### config.mk
export PLATFORM = sky130hd
export DESIGN_NAME = radix2_div
export DESIGN_NICKNAME = d
export VERILOG_FILES = /design/src/rtl/radix2_div_pkg.sv /design/src/rtl/radix2_div_step.sv /design/src/rtl/radix2_div.sv
export SDC_FILE = /design/constraint.sdc
export NUM_CORES = 1
export LEC_CHECK = 0
export BUFFER_PORTS_ARGS = -buffer_cell sky130_fd_sc_hd__buf_4
export CAP_MARGIN = 20
export CORE_UTILIZATION = 40
export DETAILED_ROUTE_END_ITERATION = 6
export PLACE_DENSITY = 0.62
export SYNTH_ARGS = -nofsm -noshare
export SYNTH_HDL_FRONTEND = slang
export SYNTH_SLANG_ARGS = --single-unit
### constraint.sdc
create_clock -name clk -period 3.35 [get_ports clk]
set_clock_uncertainty 0.2 [all_clocks]
set_input_delay 0.335 -clock clk [delete_from_list [all_inputs] [get_ports clk]]
set_output_delay 0.335 -clock clk [all_outputs]
set_load 0.03 [all_outputs]
### src/rtl/radix2_div_pkg.sv
// Shared definitions for the radix-2 restoring divider: FSM encodings and
// named control/result constants.
package radix2_div_pkg;

    typedef enum logic [1:0] {
        DivFree   = 2'b00,
        DivByZero = 2'b01,
        DivOn     = 2'b10,
        DivEnd    = 2'b11
    } div_state_e;

    localparam logic DivStart          = 1'b1;
    localparam logic DivStop           = 1'b0;
    localparam logic DivResultReady    = 1'b1;
    localparam logic DivResultNotReady = 1'b0;

    localparam logic [31:0] ZeroWord = 32'h0000_0000;

endpackage

### src/rtl/radix2_div_step.sv
// One restoring shift-subtract iteration: shifts the next dividend bit into
// the partial remainder and subtracts the divisor when it fits.
module div_step #(
    parameter int WIDTH = 32
) (
    input  logic [WIDTH-1:0] rem_in,
    input  logic             bit_in,
    input  logic [WIDTH-1:0] divisor,
    output logic [WIDTH-1:0] rem_out,
    output logic             quo_bit
);

    logic [WIDTH:0] trial;
    logic [WIDTH:0] diff;

    assign trial = {rem_in, bit_in};
    assign diff  = trial - {1'b0, divisor};

    // rem_in < divisor keeps trial below 2*divisor, so diff's MSB is a clean borrow flag.
    assign quo_bit = ~diff[WIDTH];
    assign rem_out = quo_bit ? diff[WIDTH-1:0] : trial[WIDTH-1:0];

endmodule

### src/rtl/radix2_div.sv
// Multi-cycle signed/unsigned divider: one quotient bit per clock, result is
// {remainder, quotient} held while start stays high.
module radix2_div
    import radix2_div_pkg::*;
#(
    parameter int WIDTH = 32
) (
    input  logic               clk,
    input  logic               rst,
    input  logic               signed_div,
    input  logic [WIDTH-1:0]   opdata1,
    input  logic [WIDTH-1:0]   opdata2,
    input  logic               start,
    input  logic               annul,
    output logic [2*WIDTH-1:0] result,
    output logic               ready
);

    localparam int CNT_W = $clog2(WIDTH + 1);
    localparam logic [CNT_W-1:0]   LAST_CNT = CNT_W'(WIDTH);
    localparam logic [WIDTH-1:0]   ZERO_W   = WIDTH'(ZeroWord);
    localparam logic [2*WIDTH-1:0] ZERO_R   = {ZERO_W, ZERO_W};

    div_state_e         state_q, state_d;
    logic [CNT_W-1:0]   cnt_q, cnt_d;
    logic [WIDTH-1:0]   rem_q, rem_d;
    logic [WIDTH-1:0]   dvd_q, dvd_d;       // dividend shifts out as quotient shifts in
    logic [WIDTH-1:0]   dsr_q, dsr_d;
    logic               neg_quo_q, neg_quo_d;
    logic               neg_rem_q, neg_rem_d;
    logic [2*WIDTH-1:0] result_q, result_d;
    logic               ready_q, ready_d;
    logic [WIDTH-1:0]   step_rem;
    logic               step_q;

    div_step #(.WIDTH(WIDTH)) u_step (
        .rem_in  (rem_q),
        .bit_in  (dvd_q[WIDTH-1]),
        .divisor (dsr_q),
        .rem_out (step_rem),
        .quo_bit (step_q)
    );

    always_comb begin
        state_d   = state_q;
        cnt_d     = cnt_q;
        rem_d     = rem_q;
        dvd_d     = dvd_q;
        dsr_d     = dsr_q;
        neg_quo_d = neg_quo_q;
        neg_rem_d = neg_rem_q;
        result_d  = result_q;
        ready_d   = ready_q;
        unique case (state_q)
            DivFree: begin
                ready_d  = DivResultNotReady;
                result_d = ZERO_R;
                if (start == DivStart && !annul) begin
                    cnt_d     = '0;
                    rem_d     = ZERO_W;
                    // 0x80..0 negates to itself, which is the correct unsigned magnitude.
                    dvd_d     = (signed_div && opdata1[WIDTH-1]) ? ZERO_W - opdata1 : opdata1;
                    dsr_d     = (signed_div && opdata2[WIDTH-1]) ? ZERO_W - opdata2 : opdata2;
                    neg_quo_d = signed_div & (opdata1[WIDTH-1] ^ opdata2[WIDTH-1]);
                    neg_rem_d = signed_div & opdata1[WIDTH-1];
                    state_d   = (opdata2 == ZERO_W) ? DivByZero : DivOn;
                end
            end
            DivByZero: begin
                result_d = ZERO_R;
                if (annul) begin
                    ready_d = DivResultNotReady;
                    state_d = DivFree;
                end else begin
                    ready_d = DivResultReady;
                    state_d = DivEnd;
                end
            end
            DivOn: begin
                if (annul) begin
                    cnt_d    = '0;
                    result_d = ZERO_R;
                    ready_d  = DivResultNotReady;
                    state_d  = DivFree;
                end else if (cnt_q != LAST_CNT) begin
                    rem_d = step_rem;
                    dvd_d = {dvd_q[WIDTH-2:0], step_q};
                    cnt_d = cnt_q + CNT_W'(1);
                end else begin
                    result_d = {neg_rem_q ? ZERO_W - rem_q : rem_q,
                                neg_quo_q ? ZERO_W - dvd_q : dvd_q};
                    ready_d  = DivResultReady;
                    state_d  = DivEnd;
                end
            end
            DivEnd: begin
                if (start == DivStop) begin
                    result_d = ZERO_R;
                    ready_d  = DivResultNotReady;
                    state_d  = DivFree;
                end
            end
            default: begin
                result_d = ZERO_R;
                ready_d  = DivResultNotReady;
                state_d  = DivFree;
            end
        endcase
    end

    always_ff @(posedge clk) begin
        if (rst) begin
            state_q   <= DivFree;
            cnt_q     <= '0;
            rem_q     <= ZERO_W;
            dvd_q     <= ZERO_W;
            dsr_q     <= ZERO_W;
            neg_quo_q <= 1'b0;
            neg_rem_q <= 1'b0;
            result_q  <= ZERO_R;
            ready_q   <= DivResultNotReady;
        end else begin
            state_q   <= state_d;
            cnt_q     <= cnt_d;
            rem_q     <= rem_d;
            dvd_q     <= dvd_d;
            dsr_q     <= dsr_d;
            neg_quo_q <= neg_quo_d;
            neg_rem_q <= neg_rem_d;
            result_q  <= result_d;
            ready_q   <= ready_d;
        end
    end

    assign result = result_q;
    assign ready  = ready_q;

endmodule
== Yosys cells after proc, flatten, opt, wreduce, memory -nomap -nowiden ==
Cells that the tools add are included.
Word-level totals
  flip-flop bits (word level): 171
  bits of input ports: 69
  output and inout port bits: 65
  logic and storage cells: 75
Operators by class
  add/sub/neg operators: 6
  equality and inequality tests: 10
  mux-type cells: 33
  bitwise logic cells: 4
  reduce and logical (&&, ||, !) cells: 13
Operators by type and width (number)
  $mux W32: 11
  $mux W64: 3
  $pmux W64 S3: 1
  $pmux W32 S2: 2
  $sub A1 B32 Y32 const A: 4
  $sub A33 B32 Y33: 1
  $logic_not A32 Y1: 1
  $mux W6: 3
  $mux W2: 6
  $pmux W6 S2: 1
  $ne A2 B2 Y1 const B: 4
  $pmux W2 S4: 1
  $add A6 B1 Y6 const B: 1
  $ne A3 B3 Y1 const B: 2
  $ne A6 B6 Y1 const B: 1
  $reduce_and A3 Y1: 2
  $eq A2 B2 Y1 const B: 2
  $mux W1: 4
  $pmux W1 S4: 1
  $reduce_and A2 Y1: 2
  $reduce_and A4 Y1: 1
  $logic_and A1 B1 Y1: 3
  $and A1 B1 Y1: 2
  $eq A2 B1 Y1 const B: 1
  other kinds (6): 6

== Longest topological paths before layout ==
  word-level depth: 5
  gate-level depth with buffers: 14
  depth with buffers taken out: 12

== Hierarchy ==
From an unflattened synthesis, not the netlist that was laid out.
Unflattened totals
  cells, all modules: 1469
  area total of the unflattened synthesis: 11539.8 um^2
By module, submodules not included
  radix2_div: instances 1, cells an instance 1158, area an instance 9283.9 um^2, sequential area each 3423.3 um^2
  div_step: instances 1, cells an instance 311, area an instance 2255.9 um^2, sequential area each 0.0 um^2

== Worst setup path after synthesis ==
Ideal clock, no wire load.
  kind: reg2reg
  from: register dvd_q[31]
  to: register rem_q[17]
  library setup time: 0.106 ns
  data arrival time: 3.102 ns
  data required time: 3.044 ns
  setup slack: -0.058 ns
  cell stages (with the launch flop): 15
  buffers on the path: 2
  period minus slack after synthesis: 3.408 ns
  path through: dfxtp_1 inv_1 ha_1 fa_1 nand2b_1 a21o_1 a31o_2 a21oi_1 a311oi_1 o41a_1 xor2_1 buf_2 buf_1 nand3_1 o311ai_0
Between the ends
  word-level cells in the longest chain between the ends: 5
Ends and longest elaborated chain
  start: declaration: line radix2_div.sv:27  | logic [WIDTH-1:0] dvd_q, dvd_d;
  start signal: assignment: line radix2_div.sv:126  | dvd_q <= dvd_d;
  $sub A33 B32 Y33: line radix2_div_step.sv:17  | assign diff = trial - {1'b0, divisor};
  $mux W32: line radix2_div_step.sv:21  | assign rem_out = quo_bit ? diff[WIDTH-1:0] : trial[WIDTH-1:0];
  $mux W32: line radix2_div.sv:85  | end else if (cnt_q != LAST_CNT) begin
  $mux W32: line radix2_div.sv:80  | if (annul) begin
  $pmux W32 S2: line radix2_div.sv:54  | unique case (state_q)
  end signal: assignment: line radix2_div.sv:125  | rem_q <= rem_d;
  end: declaration: line radix2_div.sv:26  | logic [WIDTH-1:0] rem_q, rem_d;
No other way between the ends. The select of a mux whose other input is x is not followed.
A chain may end at the register's enable or synchronous reset.

== Worst setup path after layout ==
  from: register dvd_q[31]
  to: register rem_q[14]
Same word-level chain as after synthesis.

==> results.py <==
metrics = {
    "status": {
        "status": "finished with violations",
        "violations": "setup timing",
    },
    "clocking": {
        "cts-root-buf": "clkbuf_16",
        "numCtsBuffers": 17,
        "cts_buffer_depth": 2,
        "insertion_delay_ns": 0.43,
        "cts_htree_levels": 4,
        "tritoncts": "done",
        "cts_sinks": 171,
        "cts_hold_buf": 0,
        "clk_pin_slew_ns": 0.07,
    },
    "finish": {
        "area_growth_pct": 21.8,
        "nNetsFinal": 1616,
        "drive_gt1_share_pct": 16.5,
        "final-seq-area_um2": 3420,
        "final_cell_area_um2": 12900,
        "diodes": 0,
        "final.fill_count": 2593,
        "multi_input_area_um2": 6830,
    },
    "synthesis": {
        "ys_warn_count": 0,
        "syn_avg_cell_area_um2": 7.72,
        "ys_async_sr_fraction_pct": 0,
        "yosysTopAreaCellShare_pct": 32.2,
        "yosysMostFrequentCell": "dfxtp_1",
        "syn-num-nets": 1486,
        "ys_types": 64,
        "netlist_area_um2": 10600,
        "synth_cells": 1375,
        "synth-seq-cells": 171,
        "synth_common_cells": "dfxtp_1 (171), nand2_1 (169), nor2_1 (161)",
        "synth.area.top_cells": "dfxtp_1 (32%), xnor2_1 (8.2%), nand2_1 (6.0%)",
        "synth_edf_count": 0,
        "synth_top_area_cell": "dfxtp_1",
        "synthFlopType": "dfxtp_1",
        "seq_area_frac_synth_pct": 32.2,
    },
    "sta": {
        "relSlewSlack_pct": 32.5,
        "period_needed_ns": 3.39,
        "final_hold_viol_count": 0,
        "fin_crit_sh_pct": 101,
        "fmax_mhz": 295,
        "worst_pin_slew_ns": 1.01,
        "rsz0062_at_grt": "true",
        "slew_violations": 0,
        "setup_slack_ns": -0.0387,
        "hold-worst-slack_ns": 0.00313,
        "finalSetupViolations": 6,
        "fin_tns_setup_ns": -0.133,
    },
    "placement": {
        "io_buffers": 133,
        "hpwlAfterDp_um": 22400,
        "placed_area_um2": 12200,
        "routabilityCongestion": 0.873,
    },
    "floorplanning": {
        "die_width_um": 165,
        "core_area_um2": 26100,
        "rows": 59,
        "dieArea_um2": 27200,
        "initial_utilization_pct": 40.8,
        "io_pins": 134,
        "die_h_um": 165,
    },
    "drt": {
        "vias": 10100,
        "drcViolationCount": 0,
        "avgRoutedWirePerCell_um": 16.0,
        "drtIter0Drc": 748,
        "firstDrtPassIters": 5,
        "ant_nets": 0,
        "routed_wl_um": 29700,
        "viasPerCell": 5.44,
    },
    "power": {
        "power_w": 0.00728,
        "power_density_nw_per_um2": 562,
        "peakVddDrop_mv": 0.405,
        "power_leakage_nw": 5.06,
    },
    "setup_path": {
        "cp-start-kind": "flip-flop",
        "max_stage_delay_ns": 0.52,
        "cp_max_fo": 21,
        "reg2regPathDepth": 13,
        "slowest_stage": "o41a_1",
        "reg2reg_from": "dvd_q[31]",
        "r2r_setup_slack_ns": -0.04,
        "path_cells": "inv_2 -> ha_4 -> fa_2 -> nand2b_4 -> a21o_1 -> a31o_4 -> a21oi_2 -> a311oi_2 -> o41a_1 -> xor2_4 -> buf_12 -> mux2i_1 -> o21ai_1",
        "path_class": "reg -> reg",
        "crit_required_ns": 3.47,
        "endpoint_kind": "flip-flop",
        "cp_data_arrival_time_ns": 3.50,
        "rr_endpoint": "rem_q[14]",
    },
    "global_route": {
        "track_usage_pct": 21.7,
        "first_global_vias": 8905,
        "antenna_found_initial": 0,
        "grt-ovfl-total": 0,
        "grt_pass1_wl_um": 46900,
        "grt_max_degree": 66,
    },
    "min_path": {
        "hold_path_end": "dsr_q[1]",
        "hold_depth": 3,
        "hold_class": "in -> reg",
        "hold_start": "opdata2[1]",
    },
    "run": {
        "cap_viol_max_count": 0,
    },
}
==> per-stage QoR <==
step	setup slack, ns	util (%)	instances
after floorplan	0.0269	-	1375
after global placement	0.00200	46.9	1819
after detailed placement	-0.0554	46.9	1819
after CTS	0.0146	49.2	1850
after global routing	-0.134	49.6	1852
final	-0.0387	49.6	1852
==> where the power goes <==
part	switching [W]	internal [W]	total, W
clock network	0.000852	0.00121	0.00206
registers	0.000223	0.00222	0.00244
logic	0.00172	0.00105	0.00277
==> kinds of logic after synthesis <==
kind of cell               synth area share (%)
muxes                                      1.23
adders and majority gates                  5.02
and+or+nand+nor                            20.1
AOI/OAI and AO/OA                          24.2
xor gates and xnor gates                   12.4
buffers and inverters                      4.82
DFF                                        32.2
==> cell usage in the layout (no fill, tap or decap), drive strengths merged, types with 48 or more instances in the layout <==
| master | instances |
|---|---|
| buf | 188 |
| xor2 | 51 |
| dfxtp | 171 |
| a22oi | 48 |
| nor2 | 161 |
| o21ai | 98 |
| xnor2 | 99 |
| a21oi | 96 |
| inv | 60 |
| nand2 | 169 |
==> sequential cells by signal (all words and copies together) (netlist names) <==
| signal | cells |
|---|---|
| rem_q | 32 |
| neg_rem_q | 1 |
| state_q | 2 |
| dvd_q | 32 |
| ready | 1 |
| dsr_q | 32 |
| result | 64 |
| neg_quo_q | 1 |
| cnt_q | 6 |
==> worst max-delay path, delay by kind of cell, from the launching register on <==
kind	cells	cell delay, ns
fa+ha+maj	2	0.54
mux	1	0.19
compound gates	6	1.30
flops	1	0.33
xor+xnor	1	0.30
simple gates	1	0.15
buf+inv	2	0.25
==> layout make-up <==
| cell class | count | area share [%] |
|---|---|---|
| Multi-Input combinational cell | 1068 | 52.8 |
| Sequential cell | 171 | 26.5 |
| Timing Repair Buffer | 188 | 11.1 |
| Clock buffer | 21 | 3.56 |
| Tap cell | 335 | 3.24 |
| Inverter | 59 | 1.71 |
| Clock inverter | 10 | 1.09 |
==> metal layers <==
metal	up-vias	wire length (um)	GRT usage, %
li1	5167	-	-
met1	4579	15900	34.6
met2	294	11600	29.4
met4	0	431	5.59
met3	31	1810	2.99
met5	-	0	0
==> worst max-delay path by stage <==
stage                end  depth (start not counted)  slack [ns]       from
6_report       rem_q[14]                         13       -0.04  dvd_q[31]
5_1_grt        rem_q[14]                         13       -0.13  dvd_q[31]
4_1_cts        rem_q[16]                         12        0.01  dvd_q[31]
3_5_place_dp   rem_q[16]                         12       -0.06  dvd_q[31]
3_3_place_gp   rem_q[27]                         13       0.002  dvd_q[31]
2_1_floorplan  rem_q[22]                         14        0.03  dvd_q[31]
==> timing repair <==
item / in CTS / in global routing
pin swaps: 1 / 11
setup buffers: 0 / 2
setup endpoints to repair: 16 / 34
resized for setup: 0 / 30
Note: power is estimated with default switching activity, not from simulation.
